--- config.mk ---
export PLATFORM = sky130hd
export DESIGN_NAME = cache_tester_flat
export DESIGN_NICKNAME = d
export VERILOG_FILES = /design/src/rtl/cache_tester_if.sv /design/src/rtl/cache_tester.sv /design/src/flat_wrapper.sv
export SDC_FILE = /design/constraint.sdc
export NUM_CORES = 1
export LEC_CHECK = 0
export CORE_UTILIZATION = 56
export CTS_CLUSTER_SIZE = 10
export DETAILED_ROUTE_END_ITERATION = 8
export PLACE_DENSITY_LB_ADDON = 0.15
export SLEW_MARGIN = 20
export SYNTH_ARGS = -nofsm -noshare
export SYNTH_HDL_FRONTEND = slang
export SYNTH_SLANG_ARGS = --single-unit
--- constraint.sdc ---
create_clock -name i_clk -period 5.45 [get_ports i_clk]
set_clock_uncertainty 0.2 [all_clocks]
set_input_delay 1.09 -clock i_clk [delete_from_list [all_inputs] [get_ports i_clk]]
set_output_delay 1.09 -clock i_clk [all_outputs]
set_load 0.05 [all_outputs]
--- src/rtl/cache_tester_if.sv ---
// CPU-side Cache port bundle: the tester drives the request side and the Cache
// returns read data, data-ready and busy.
interface cache_tester_if;
  logic [31:0] address;
  logic [31:0] data_in;
  logic [3:0]  write_enable;
  logic [31:0] data_out;
  logic        data_out_ready;
  logic        busy;

  modport master (
    output address, data_in, write_enable,
    input  data_out, data_out_ready, busy
  );

  modport slave (
    input  address, data_in, write_enable,
    output data_out, data_out_ready, busy
  );
endinterface

--- src/rtl/cache_tester.sv ---
// Memory-test sequencer for Cache bring-up. It writes an address-derived pattern
// to WORD_COUNT consecutive words, reads them back and compares. It reports
// pass/fail, the error count, the first failing address and a stall timeout.
module cache_tester #(
  parameter logic [31:0] START_ADDR     = 32'h0000_0000,
  parameter int unsigned WORD_COUNT     = 256,
  parameter logic [31:0] SEED           = 32'hA5A5_5A5A,
  parameter int unsigned TIMEOUT_CYCLES = 4096
) (
  input  logic                  i_clk,
  input  logic                  i_rst,
  input  logic                  i_start,
  cache_tester_if.master        io_cache,
  output logic                  o_running,
  output logic                  o_done,
  output logic                  o_pass,
  output logic                  o_timeout,
  output logic [15:0]           o_error_count,
  output logic [31:0]           o_first_error_address
);

  typedef enum logic [2:0] {
    S_IDLE      = 3'd0,
    S_WR_ISSUE  = 3'd1,
    S_WR_WAIT   = 3'd2,
    S_RD_ISSUE  = 3'd3,
    S_RD_SETTLE = 3'd4,
    S_RD_WAIT   = 3'd5,
    S_DONE      = 3'd6
  } state_t;

  localparam logic [15:0] LAST_IDX   = 16'(WORD_COUNT - 1);
  localparam logic [31:0] TIMER_LAST = 32'(TIMEOUT_CYCLES - 1);

  state_t      r_state, w_state_next;
  logic [31:0] r_address, w_address_next;
  logic [31:0] r_data_in, w_data_in_next;
  logic [3:0]  r_we, w_we_next;
  logic        r_running, w_running_next;
  logic        r_done, w_done_next;
  logic        r_pass, w_pass_next;
  logic        r_timeout, w_timeout_next;
  logic [15:0] r_err, w_err_next;
  logic [31:0] r_first, w_first_next;
  logic [15:0] r_count, w_count_next;
  logic [31:0] r_timer, w_timer_next;
  logic        w_stall;

  // Expected word content for a given byte address.
  function automatic logic [31:0] pattern(input logic [31:0] addr);
    return addr ^ SEED;
  endfunction

  // Next-state and next-register values; every register defaults to its hold value.
  always_comb begin
    w_state_next   = r_state;
    w_address_next = r_address;
    w_data_in_next = r_data_in;
    w_we_next      = r_we;
    w_running_next = r_running;
    w_done_next    = r_done;
    w_pass_next    = r_pass;
    w_timeout_next = r_timeout;
    w_err_next     = r_err;
    w_first_next   = r_first;
    w_count_next   = r_count;
    w_timer_next   = 32'd0;
    w_stall        = 1'b0;

    case (r_state)
      S_IDLE, S_DONE: begin
        if (i_start) begin
          w_state_next   = S_WR_ISSUE;
          w_address_next = START_ADDR;
          w_count_next   = 16'd0;
          w_err_next     = 16'd0;
          w_first_next   = 32'd0;
          w_timeout_next = 1'b0;
          w_pass_next    = 1'b0;
          w_done_next    = 1'b0;
          w_running_next = 1'b1;
          w_we_next      = 4'b0000;
        end else begin
          w_we_next = 4'b0000;
        end
      end
      S_WR_ISSUE: begin
        if (!io_cache.busy) begin
          w_data_in_next = pattern(r_address);
          w_we_next      = 4'b1111;
          w_state_next   = S_WR_WAIT;
        end else begin
          w_stall = 1'b1;
        end
      end
      S_WR_WAIT: begin
        // The write strobe is presented for exactly one cycle.
        w_we_next = 4'b0000;
        if (!io_cache.busy) begin
          if (r_count == LAST_IDX) begin
            w_address_next = START_ADDR;
            w_count_next   = 16'd0;
            w_state_next   = S_RD_ISSUE;
          end else begin
            w_address_next = r_address + 32'd4;
            w_count_next   = r_count + 16'd1;
            w_state_next   = S_WR_ISSUE;
          end
        end else begin
          w_stall = 1'b1;
        end
      end
      S_RD_ISSUE: begin
        w_we_next = 4'b0000;
        if (!io_cache.busy) begin
          w_state_next = S_RD_SETTLE;
        end else begin
          w_stall = 1'b1;
        end
      end
      S_RD_SETTLE: begin
        // Bubble so data_out_ready refers to the address now on the bus.
        w_state_next = S_RD_WAIT;
      end
      S_RD_WAIT: begin
        if (io_cache.data_out_ready && !io_cache.busy) begin
          if (io_cache.data_out != pattern(r_address)) begin
            if (r_err != 16'hFFFF) begin
              w_err_next = r_err + 16'd1;
            end else begin
              w_err_next = 16'hFFFF;
            end
            if (r_err == 16'd0) begin
              w_first_next = r_address;
            end else begin
              w_first_next = r_first;
            end
          end else begin
            w_err_next = r_err;
          end
          if (r_count == LAST_IDX) begin
            w_state_next   = S_DONE;
            w_running_next = 1'b0;
            w_done_next    = 1'b1;
            w_pass_next    = (w_err_next == 16'd0) && !r_timeout;
          end else begin
            w_address_next = r_address + 32'd4;
            w_count_next   = r_count + 16'd1;
            w_state_next   = S_RD_ISSUE;
          end
        end else begin
          w_stall = 1'b1;
        end
      end
      default: begin
        w_state_next = S_IDLE;
      end
    endcase

    // The per-access timer runs only while an access is stalled; it expiring aborts the test.
    if (w_stall) begin
      if (r_timer == TIMER_LAST) begin
        w_timeout_next = 1'b1;
        w_we_next      = 4'b0000;
        w_state_next   = S_DONE;
        w_running_next = 1'b0;
        w_done_next    = 1'b1;
        w_pass_next    = 1'b0;
        w_timer_next   = 32'd0;
      end else begin
        w_timer_next = r_timer + 32'd1;
      end
    end else begin
      w_timer_next = 32'd0;
    end
  end

  // State register.
  always_ff @(posedge i_clk) begin
    if (i_rst) begin
      r_state <= S_IDLE;
    end else begin
      r_state <= w_state_next;
    end
  end

  // Datapath and output registers.
  always_ff @(posedge i_clk) begin
    if (i_rst) begin
      r_address <= START_ADDR;
      r_data_in <= 32'd0;
      r_we      <= 4'b0000;
      r_running <= 1'b0;
      r_done    <= 1'b0;
      r_pass    <= 1'b0;
      r_timeout <= 1'b0;
      r_err     <= 16'd0;
      r_first   <= 32'd0;
      r_count   <= 16'd0;
      r_timer   <= 32'd0;
    end else begin
      r_address <= w_address_next;
      r_data_in <= w_data_in_next;
      r_we      <= w_we_next;
      r_running <= w_running_next;
      r_done    <= w_done_next;
      r_pass    <= w_pass_next;
      r_timeout <= w_timeout_next;
      r_err     <= w_err_next;
      r_first   <= w_first_next;
      r_count   <= w_count_next;
      r_timer   <= w_timer_next;
    end
  end

  assign io_cache.address      = r_address;
  assign io_cache.data_in      = r_data_in;
  assign io_cache.write_enable = r_we;
  assign o_running             = r_running;
  assign o_done                = r_done;
  assign o_pass                = r_pass;
  assign o_timeout             = r_timeout;
  assign o_error_count         = r_err;
  assign o_first_error_address = r_first;

endmodule
--- src/flat_wrapper.sv ---
// flat-port wrapper written by rule: the top's interface ports become plain ports
module cache_tester_flat 
#(
  parameter logic [31:0] START_ADDR     = 32'h0000_0000,
  parameter int unsigned WORD_COUNT     = 256,
  parameter logic [31:0] SEED           = 32'hA5A5_5A5A,
  parameter int unsigned TIMEOUT_CYCLES = 4096
)
  (i_clk, i_rst, i_start, o_running, o_done, o_pass, o_timeout, o_error_count, o_first_error_address, io_cache_address, io_cache_data_in, io_cache_write_enable, io_cache_data_out, io_cache_data_out_ready, io_cache_busy);
  cache_tester_if io_cache_i ();
  input  logic i_clk;
  input  logic i_rst;
  input  logic i_start;
  output logic o_running;
  output logic o_done;
  output logic o_pass;
  output logic o_timeout;
  output logic [15:0] o_error_count;
  output logic [31:0] o_first_error_address;
  output wire logic [$bits(io_cache_i.address)-1:0] io_cache_address;
  output wire logic [$bits(io_cache_i.data_in)-1:0] io_cache_data_in;
  output wire logic [$bits(io_cache_i.write_enable)-1:0] io_cache_write_enable;
  input wire logic [$bits(io_cache_i.data_out)-1:0] io_cache_data_out;
  input wire logic [$bits(io_cache_i.data_out_ready)-1:0] io_cache_data_out_ready;
  input wire logic [$bits(io_cache_i.busy)-1:0] io_cache_busy;
  assign io_cache_address = io_cache_i.address;
  assign io_cache_data_in = io_cache_i.data_in;
  assign io_cache_write_enable = io_cache_i.write_enable;
  assign io_cache_i.data_out = io_cache_data_out;
  assign io_cache_i.data_out_ready = io_cache_data_out_ready;
  assign io_cache_i.busy = io_cache_busy;
  cache_tester #(.START_ADDR(START_ADDR), .WORD_COUNT(WORD_COUNT), .SEED(SEED), .TIMEOUT_CYCLES(TIMEOUT_CYCLES)) u_core (.i_clk(i_clk), .i_rst(i_rst), .i_start(i_start), .io_cache(io_cache_i), .o_running(o_running), .o_done(o_done), .o_pass(o_pass), .o_timeout(o_timeout), .o_error_count(o_error_count), .o_first_error_address(o_first_error_address));
endmodule
==> results of run 1 <==
-- synthesized netlist by cell type, types with 2 or more instances --
| cell | count | area, um^2 |
|---|---|---|
| a211oi_1 | 12 | 90.1 |
| a21oi_1 | 106 | 531 |
| a22oi_1 | 3 | 22.5 |
| a31oi_1 | 7 | 43.8 |
| a41o_1 | 2 | 20.0 |
| a41oi_1 | 2 | 17.5 |
| and2_1 | 6 | 37.5 |
| and3_1 | 14 | 87.6 |
| and3b_1 | 2 | 17.5 |
| and4_1 | 9 | 78.8 |
| buf_2 | 7 | 35.0 |
| buf_4 | 5 | 37.5 |
| clkbuf_1 | 55 | 206 |
| dfxtp_1 | 167 | 3340 |
| ha_1 | 5 | 62.6 |
| inv_1 | 14 | 52.6 |
| mux2i_1 | 2 | 20.0 |
| nand2_1 | 116 | 435 |
| nand2b_1 | 7 | 43.8 |
| nand3_1 | 34 | 170 |
| nand4_1 | 59 | 369 |
| nor2_1 | 135 | 507 |
| nor2b_1 | 6 | 37.5 |
| nor3_1 | 23 | 115 |
| nor4_1 | 14 | 87.6 |
| o211ai_1 | 2 | 15.0 |
| o21ai_0 | 18 | 90.1 |
| o21ai_1 | 3 | 15.0 |
| o22ai_1 | 3 | 18.8 |
| o2bb2a_1 | 2 | 20.0 |
| o31ai_1 | 4 | 30.0 |
| or3_1 | 14 | 87.6 |
| or4_1 | 4 | 30.0 |
| xnor2_1 | 40 | 350 |
| xor2_1 | 57 | 499 |
-- final timing paths --
path / from / to / cells after the start
setup / recovery: io_cache_data_out[15] / u_core.o_error_count[7]$_SDFFE_PP0P_ / 11
hold / removal: u_core.o_first_error_address[21]$_SDFFE_PP0P_ / u_core.o_first_error_address[21]$_SDFFE_PP0P_ / 2
setup reg to reg: u_core.o_error_count[0]$_SDFFE_PP0P_ / u_core.o_error_count[7]$_SDFFE_PP0P_ / 9
hold reg to reg: u_core.o_first_error_address[21]$_SDFFE_PP0P_ / u_core.o_first_error_address[21]$_SDFFE_PP0P_ / 2
-- sequential cells by signal, summed over array words and instances (netlist names) --
| register | cells |
|---|---|
| u_core.o_pass | 1 |
| u_core.o_timeout | 1 |
| u_core.io_cache.address | 30 |
| u_core.r_count | 16 |
| u_core.o_running | 1 |
| u_core.o_done | 1 |
| u_core.io_cache.data_in | 31 |
| u_core.r_state | 3 |
| u_core.r_timer | 32 |
| u_core.io_cache.write_enable | 4 |
| u_core.o_first_error_address | 31 |
| u_core.o_error_count | 16 |
-- cell families (layout without fill, tap and decap cells) --
logic type	after synthesis	after routing	synth area share, %
compound gates	174	174	13.0
xor+xnor	97	97	10.9
fa+ha+maj	5	5	0.799
buf+inv	83	211	4.35
flops	167	167	42.7
mux	2	2	0.256
other cells	1	3	0.0479
simple gates	453	453	28.0
-- cell type report --
type,instances,area [um^2],area share [%]
multi-input cells,734,4190,41.8
flip-flops and latches,167,3340,33.3
repair buffers,165,1620,16.1
clock buffers,23,488,4.87
well taps,176,220,2.20
clock inverters,9,116,1.16
inverters,14,52.6,0.524
-- tightest hold or removal path, cell delays in order, from the launching register on --
cell,delay [ns]
dfxtp_1,0.31
nand2_1,0.05
a21oi_1,0.05
-- power by group through the flow --
stage | Combinational (mW) | Clock, mW | Sequential (mW)
after floorplan | 0.112 | 0 | 1.32
after global placement | 0.230 | 0 | 1.28
after detailed placement | 0.232 | 0 | 1.28
after CTS | 0.234 | 1.23 | 1.25
after global routing | 0.250 | 1.28 | 1.25
final | 0.234 | 1.22 | 1.25
-- per-layer routing --
metal  vias to the layer above  part of all wire (%)  global-route usage (%)
met5                         -                     0                       0
met4                         0                   2.3                    12.3
met3                        42                   6.9                    5.85
met2                       308                    47                    49.6
met1                      3511                    43                    40.0
li1                       3656                     -                       -
==> out/qor.txt, run 1 <==
Seq cells post-synth: 167
Max Fclk: 0.282 GHz
fin crit period: 3.55 ns
Fill cells: 1,066
P_leak: 3.37 nW
Total Power: 2.70 mW
async set-reset flop share out of synthesis: 0%
DP HPWL: 14,600 um
number of max-cap violations: 0
Wirelength per Cell: 16.9 um
Cell Int Power: 2.04 mW
crit end category: flip-flop
sequential power share: 46.3%
share of cells above drive strength 1: 5.13%
Num CTS Buffers: 17
clock slew at reported path FFs: 0.06 ns
Slew @ Worst Pin: 0.996 ns
die height: 120 um
largest net degree at the start of global routing: 87
cell chain of the critical path: clkdlybuf4s50_1 -> xnor2_1 -> nand4_1 -> nor4_1 -> buf_4 -> nand2_1 -> buf_4 -> and2_1 -> a31o_2 -> o2bb2a_1 -> nor2_1
die area: 14,500 um^2
Yosys warnings: 0
outcome: complete, no violations
first-pass GRT wire length: 35,000 um
Global Route Usage Sum: 30.6%
TritonCTS clock tree: built
worst-path fanout max: 24
Pins Over Slew Limit: 0
die width: 120 um
final instance area: 10,000 um^2
GRT Residual Overflow: 0
Setup TNS: 0 ns
CP Launch Type: primary input
nets: 1,141
final cell count without fillers: 1,288
worst path required time: 5.61 ns
Most common cell on crit path: buf_4
Max rail drop VDD: 0.000304 V
hold slack: 0.252 ns
clk_lat worst skew: 0.43 ns
Hold Vio Cnt, Final: 0
mapped cell area: 7830 um^2
residual DRC count: 0
max incr delay on CP: 0.49 ns
initial core utilization: 58.2%
Place WS: 1.46 ns
final worst setup slack: 1.90 ns
commonest cells after routing, fill and taps aside: dfxtp_1, clkdlybuf4s50_1, nor2_1
placed instance count: 1,256
P per Cell Area: 270 nW/um^2
switching pwr: 0.661 mW
slew margin rel.: 33.6%
CP max stage cell: clkdlybuf4s50_1
num rows: 42
Top-Level Pins: 157
clk buf depth: 2
initial antenna violation count: 0
vias in the first global route: 7,002
switch share: 24.5%
Comb power frac: 8.7%
post-route clock period utilization: 65.1%
CTS Root Cell: clkbuf_16
crit path kind: in -> reg
setup bufs post-CTS: 0
drt total wl: 21,800 um
Worst EP arrival: 3.71 ns
Most used DFF post-synth: dfxtp_1
Mapped Cells: 982
crit path buf inv count: 3
RSZ-0062 raised after global routing: no
Core ar.: 13,500 um^2
FF-to-FF setup slack: 2.07 ns
I/O Buffers: 153
H-tree depth: 4
Post-CTS Hold Buffers: 0
post-route ant nets: 0
distinct cell type count of the synthesized netlist: 58
clk sinks: 167
Via density: 5.84
Hold WC Path Type: reg -> reg
Final Util: 74.5%
power share of the clock group: 45.0%
Iter 0 DRT Violations: 662
Syn Area/Cell: 7.97 um^2
Area Overhead vs Synth: 28.1%
Top delay family on crit path: simple AND/OR/NAND/NOR gates
Pre-antenna DRT Iters: 5
commonest non-fill, non-tap cell in the layout: dfxtp_1
Resized cells post-CTS: 0
Cell Area, Placed: 9420 um^2
final setup fails: 0
EDFF count, synth: 0
GPL Wtd Cong: 0.911
Vias: 7,517
Seq/Total Area, Yosys: 42.7%
ant diodes: 0
Power figures use the tool's default switching activity.
==> run 2: changes to the inputs <==
--- a/config.mk
+++ b/config.mk
@@ -5,7 +5,7 @@
 export SDC_FILE = /design/constraint.sdc
 export NUM_CORES = 1
 export LEC_CHECK = 0
-export CORE_UTILIZATION = 56
+export CORE_UTILIZATION = 52
 export CTS_CLUSTER_SIZE = 10
 export DETAILED_ROUTE_END_ITERATION = 8
 export PLACE_DENSITY_LB_ADDON = 0.15
==> constraint.sdc (replaced) <==
create_clock -name i_clk -period 3.3 [get_ports i_clk]
set_clock_uncertainty 0.2 [all_clocks]
set_input_delay 0.66 -clock i_clk [delete_from_list [all_inputs] [get_ports i_clk]]
set_output_delay 0.66 -clock i_clk [all_outputs]
set_load 0.05 [all_outputs]
==> out/qor.txt, run 2 (synthesis results as in run 1) <==
Top delay family on crit path: simple AND/OR/NAND/NOR gates
CP max stage cell: or4_1
met1 usage in global routing: 38.5% (-1.5 points)
outcome: complete, no violations
Wirelength per Cell: 16.6 um (-1.7%)
initial antenna violation count: 0 (unchanged)
max reg flops: 32 (unchanged)
largest net degree at the start of global routing: 43 (-51%)
final setup fails: 0 (unchanged)
clk buf depth: 2 (unchanged)
clock slew at reported path FFs: 0.06 ns (about the same)
setup bufs post-CTS: 0 (unchanged)
crit end category: flip-flop
Hold Crit Start: u_core.o_first_error_address[17]$_SDFFE_PP0P_
P per Cell Area: 435 nW/um^2 (+61%)
met3 Usage GRT: 5.37% (-0.48 points)
residual DRC count: 0 (unchanged)
Post-CTS Hold Buffers: 0 (unchanged)
die width: 125 um (+3.7%)
worst-path fanout max: 7 (-71%)
FF-to-FF path depth: 8 (-1)
I/O Buffers: 153 (unchanged)
clk sinks: 167 (unchanged)
Area Overhead vs Synth: 31.6%
Crit path depth: 8 (-3)
final worst setup slack: 0.330 ns (-1.57 ns)
Iter 0 DRT Violations: 647 (-2.3%)
CP Launch Type: flip-flop
Num CTS Buffers: 17 (unchanged)
final instance area: 10,300 um^2 (+2.8%)
H-tree depth: 4 (unchanged)
Slew @ Worst Pin: 0.967 ns (-0.0295 ns)
Top reg by flops: u_core.r_timer
met2 usage: 45.2% (-4.4 points)
Core ar.: 14,600 um^2 (+8.4%)
ant diodes: 0 (unchanged)
Max rail drop VDD: 0.000411 V (+35%)
cell chain of the critical path: or4_1 -> or4_1 -> and2_4 -> o2111a_2 -> and3_4 -> nand2_1 -> xor2_1 -> nor2_1
Hold WC Path Type: reg -> reg
vias in the first global route: 6,964 (-0.54%)
Most common cell on crit path: or4_1
Pins Over Slew Limit: 0 (unchanged)
Worst Hold End: u_core.o_first_error_address[17]$_SDFFE_PP0P_
hold slack: 0.249 ns (-0.00295 ns)
Pre-antenna DRT Iters: 6 (+1)
GRT Residual Overflow: 0 (unchanged)
CTS Root Cell: clkbuf_16
Global Route Usage Sum: 28.3% (-2.2 points)
placed instance count: 1,297 (+3.3%)
nets: 1,174 (+2.9%)
reg-to-reg startpoint: u_core.r_count[9]$_SDFFE_PP0P_
Worst EP arrival: 3.08 ns (-0.63 ns)
Vias: 7,607 (+1.2%)
Hold Vio Cnt, Final: 0 (unchanged)
RSZ-0062 raised after global routing: no
commonest cells after routing, fill and taps aside: dfxtp_1, clkdlybuf4s50_1, nor2_1
Worst Hold Depth: 2 (unchanged)
first-pass GRT wire length: 35,600 um (+1.7%)
Top-Level Pins: 157 (unchanged)
crit path buf inv count: 0 (-3)
global routing's busiest layer: met2
crit path kind: reg -> reg
max incr delay on CP: 0.68 ns (+0.19 ns)
number of max-cap violations: 0 (unchanged)
DP HPWL: 15,300 um (+4.9%)
worst path required time: 3.41 ns (-2.20 ns)
fin crit period: 2.97 ns
clk_lat worst skew: 0.43 ns (about the same)
die area: 15,600 um^2 (+7.6%)
die height: 125 um (+3.7%)
drt total wl: 22,000 um (+1.3%)
num rows: 44 (+4.8%)
Total Power: 4.48 mW (+66%)
Via density: 5.73 (-1.9%)
Max Fclk: 0.337 GHz
Place WS: -0.0750 ns (-1.54 ns)
FF-to-FF setup slack: 0.33 ns (-1.74 ns)
post-route ant nets: 0 (unchanged)
post-route clock period utilization: 90.0%
final cell count without fillers: 1,328 (+3.1%)
GPL Wtd Cong: 0.922 (+1.2%)
initial core utilization: 53.7% (-4.5 points)
P_leak: 3.54 nW (+5.1%)
share of cells above drive strength 1: 7.69% (+2.6 points)
TritonCTS clock tree: built
slew margin rel.: 35.5% (+2.0 points)
Cell Area, Placed: 9720 um^2 (+3.1%)
R2R Path End: u_core.io_cache.address[24]$_SDFFE_PP0P_
Resized cells post-CTS: 0 (unchanged)
commonest non-fill, non-tap cell in the layout: dfxtp_1
run 2: worst min-delay path, delay by kind of cell, from the launching register on:
kind,cells,cell delay (ns)
simple gates,1,0.05
flops,1,0.31
compound gates,1,0.05
run 2: metal layers:
metal	up-vias	wire [um]
met2	322	10200
met5	-	0
met4	0	330
met1	3536	9970
met3	36	1540
li1	3713	-
run 2: worst max path at each step:
stage / end / start / slack, ns
after global routing: u_core.o_pass$_SDFF_PP0_ / io_cache_data_out[6] / 0.21
after detailed placement: u_core.o_pass$_SDFF_PP0_ / io_cache_data_out[6] / -0.07
after floorplan: u_core.o_error_count[7]$_SDFFE_PP0P_ / u_core.o_error_count[0]$_SDFFE_PP0P_ / 0.19
after CTS: u_core.io_cache.address[24]$_SDFFE_PP0P_ / u_core.r_count[9]$_SDFFE_PP0P_ / 0.34
final: u_core.io_cache.address[24]$_SDFFE_PP0P_ / u_core.r_count[9]$_SDFFE_PP0P_ / 0.33
after global placement: u_core.o_pass$_SDFF_PP0_ / io_cache_data_out[6] / 0.04
run 2: area by class of cell:
cell class / count / area [um^2]
Clock buffer: 19 / 433
Fill cell: 1211 / 4280
Timing Repair Buffer: 198 / 1900
Multi-Input combinational cell: 734 / 4190
Inverter: 14 / 52.6
Clock inverter: 12 / 155
Tap cell: 184 / 230
Sequential cell: 167 / 3340
run 2: metrics by stage:
step | util, % | setup TNS, ns
after global placement | 66.6 | 0
final | 70.6 | 0
after detailed placement | 66.6 | -0.0768
after CTS | 70.6 | 0
after floorplan | - | 0
after global routing | 70.6 | 0
run 2: report_power, final:
part,internal (mW),total (mW),switching [mW]
Combinational,0.154,0.422,0.268
Sequential,2.04,2.06,0.0210
Clock,1.19,2.00,0.815
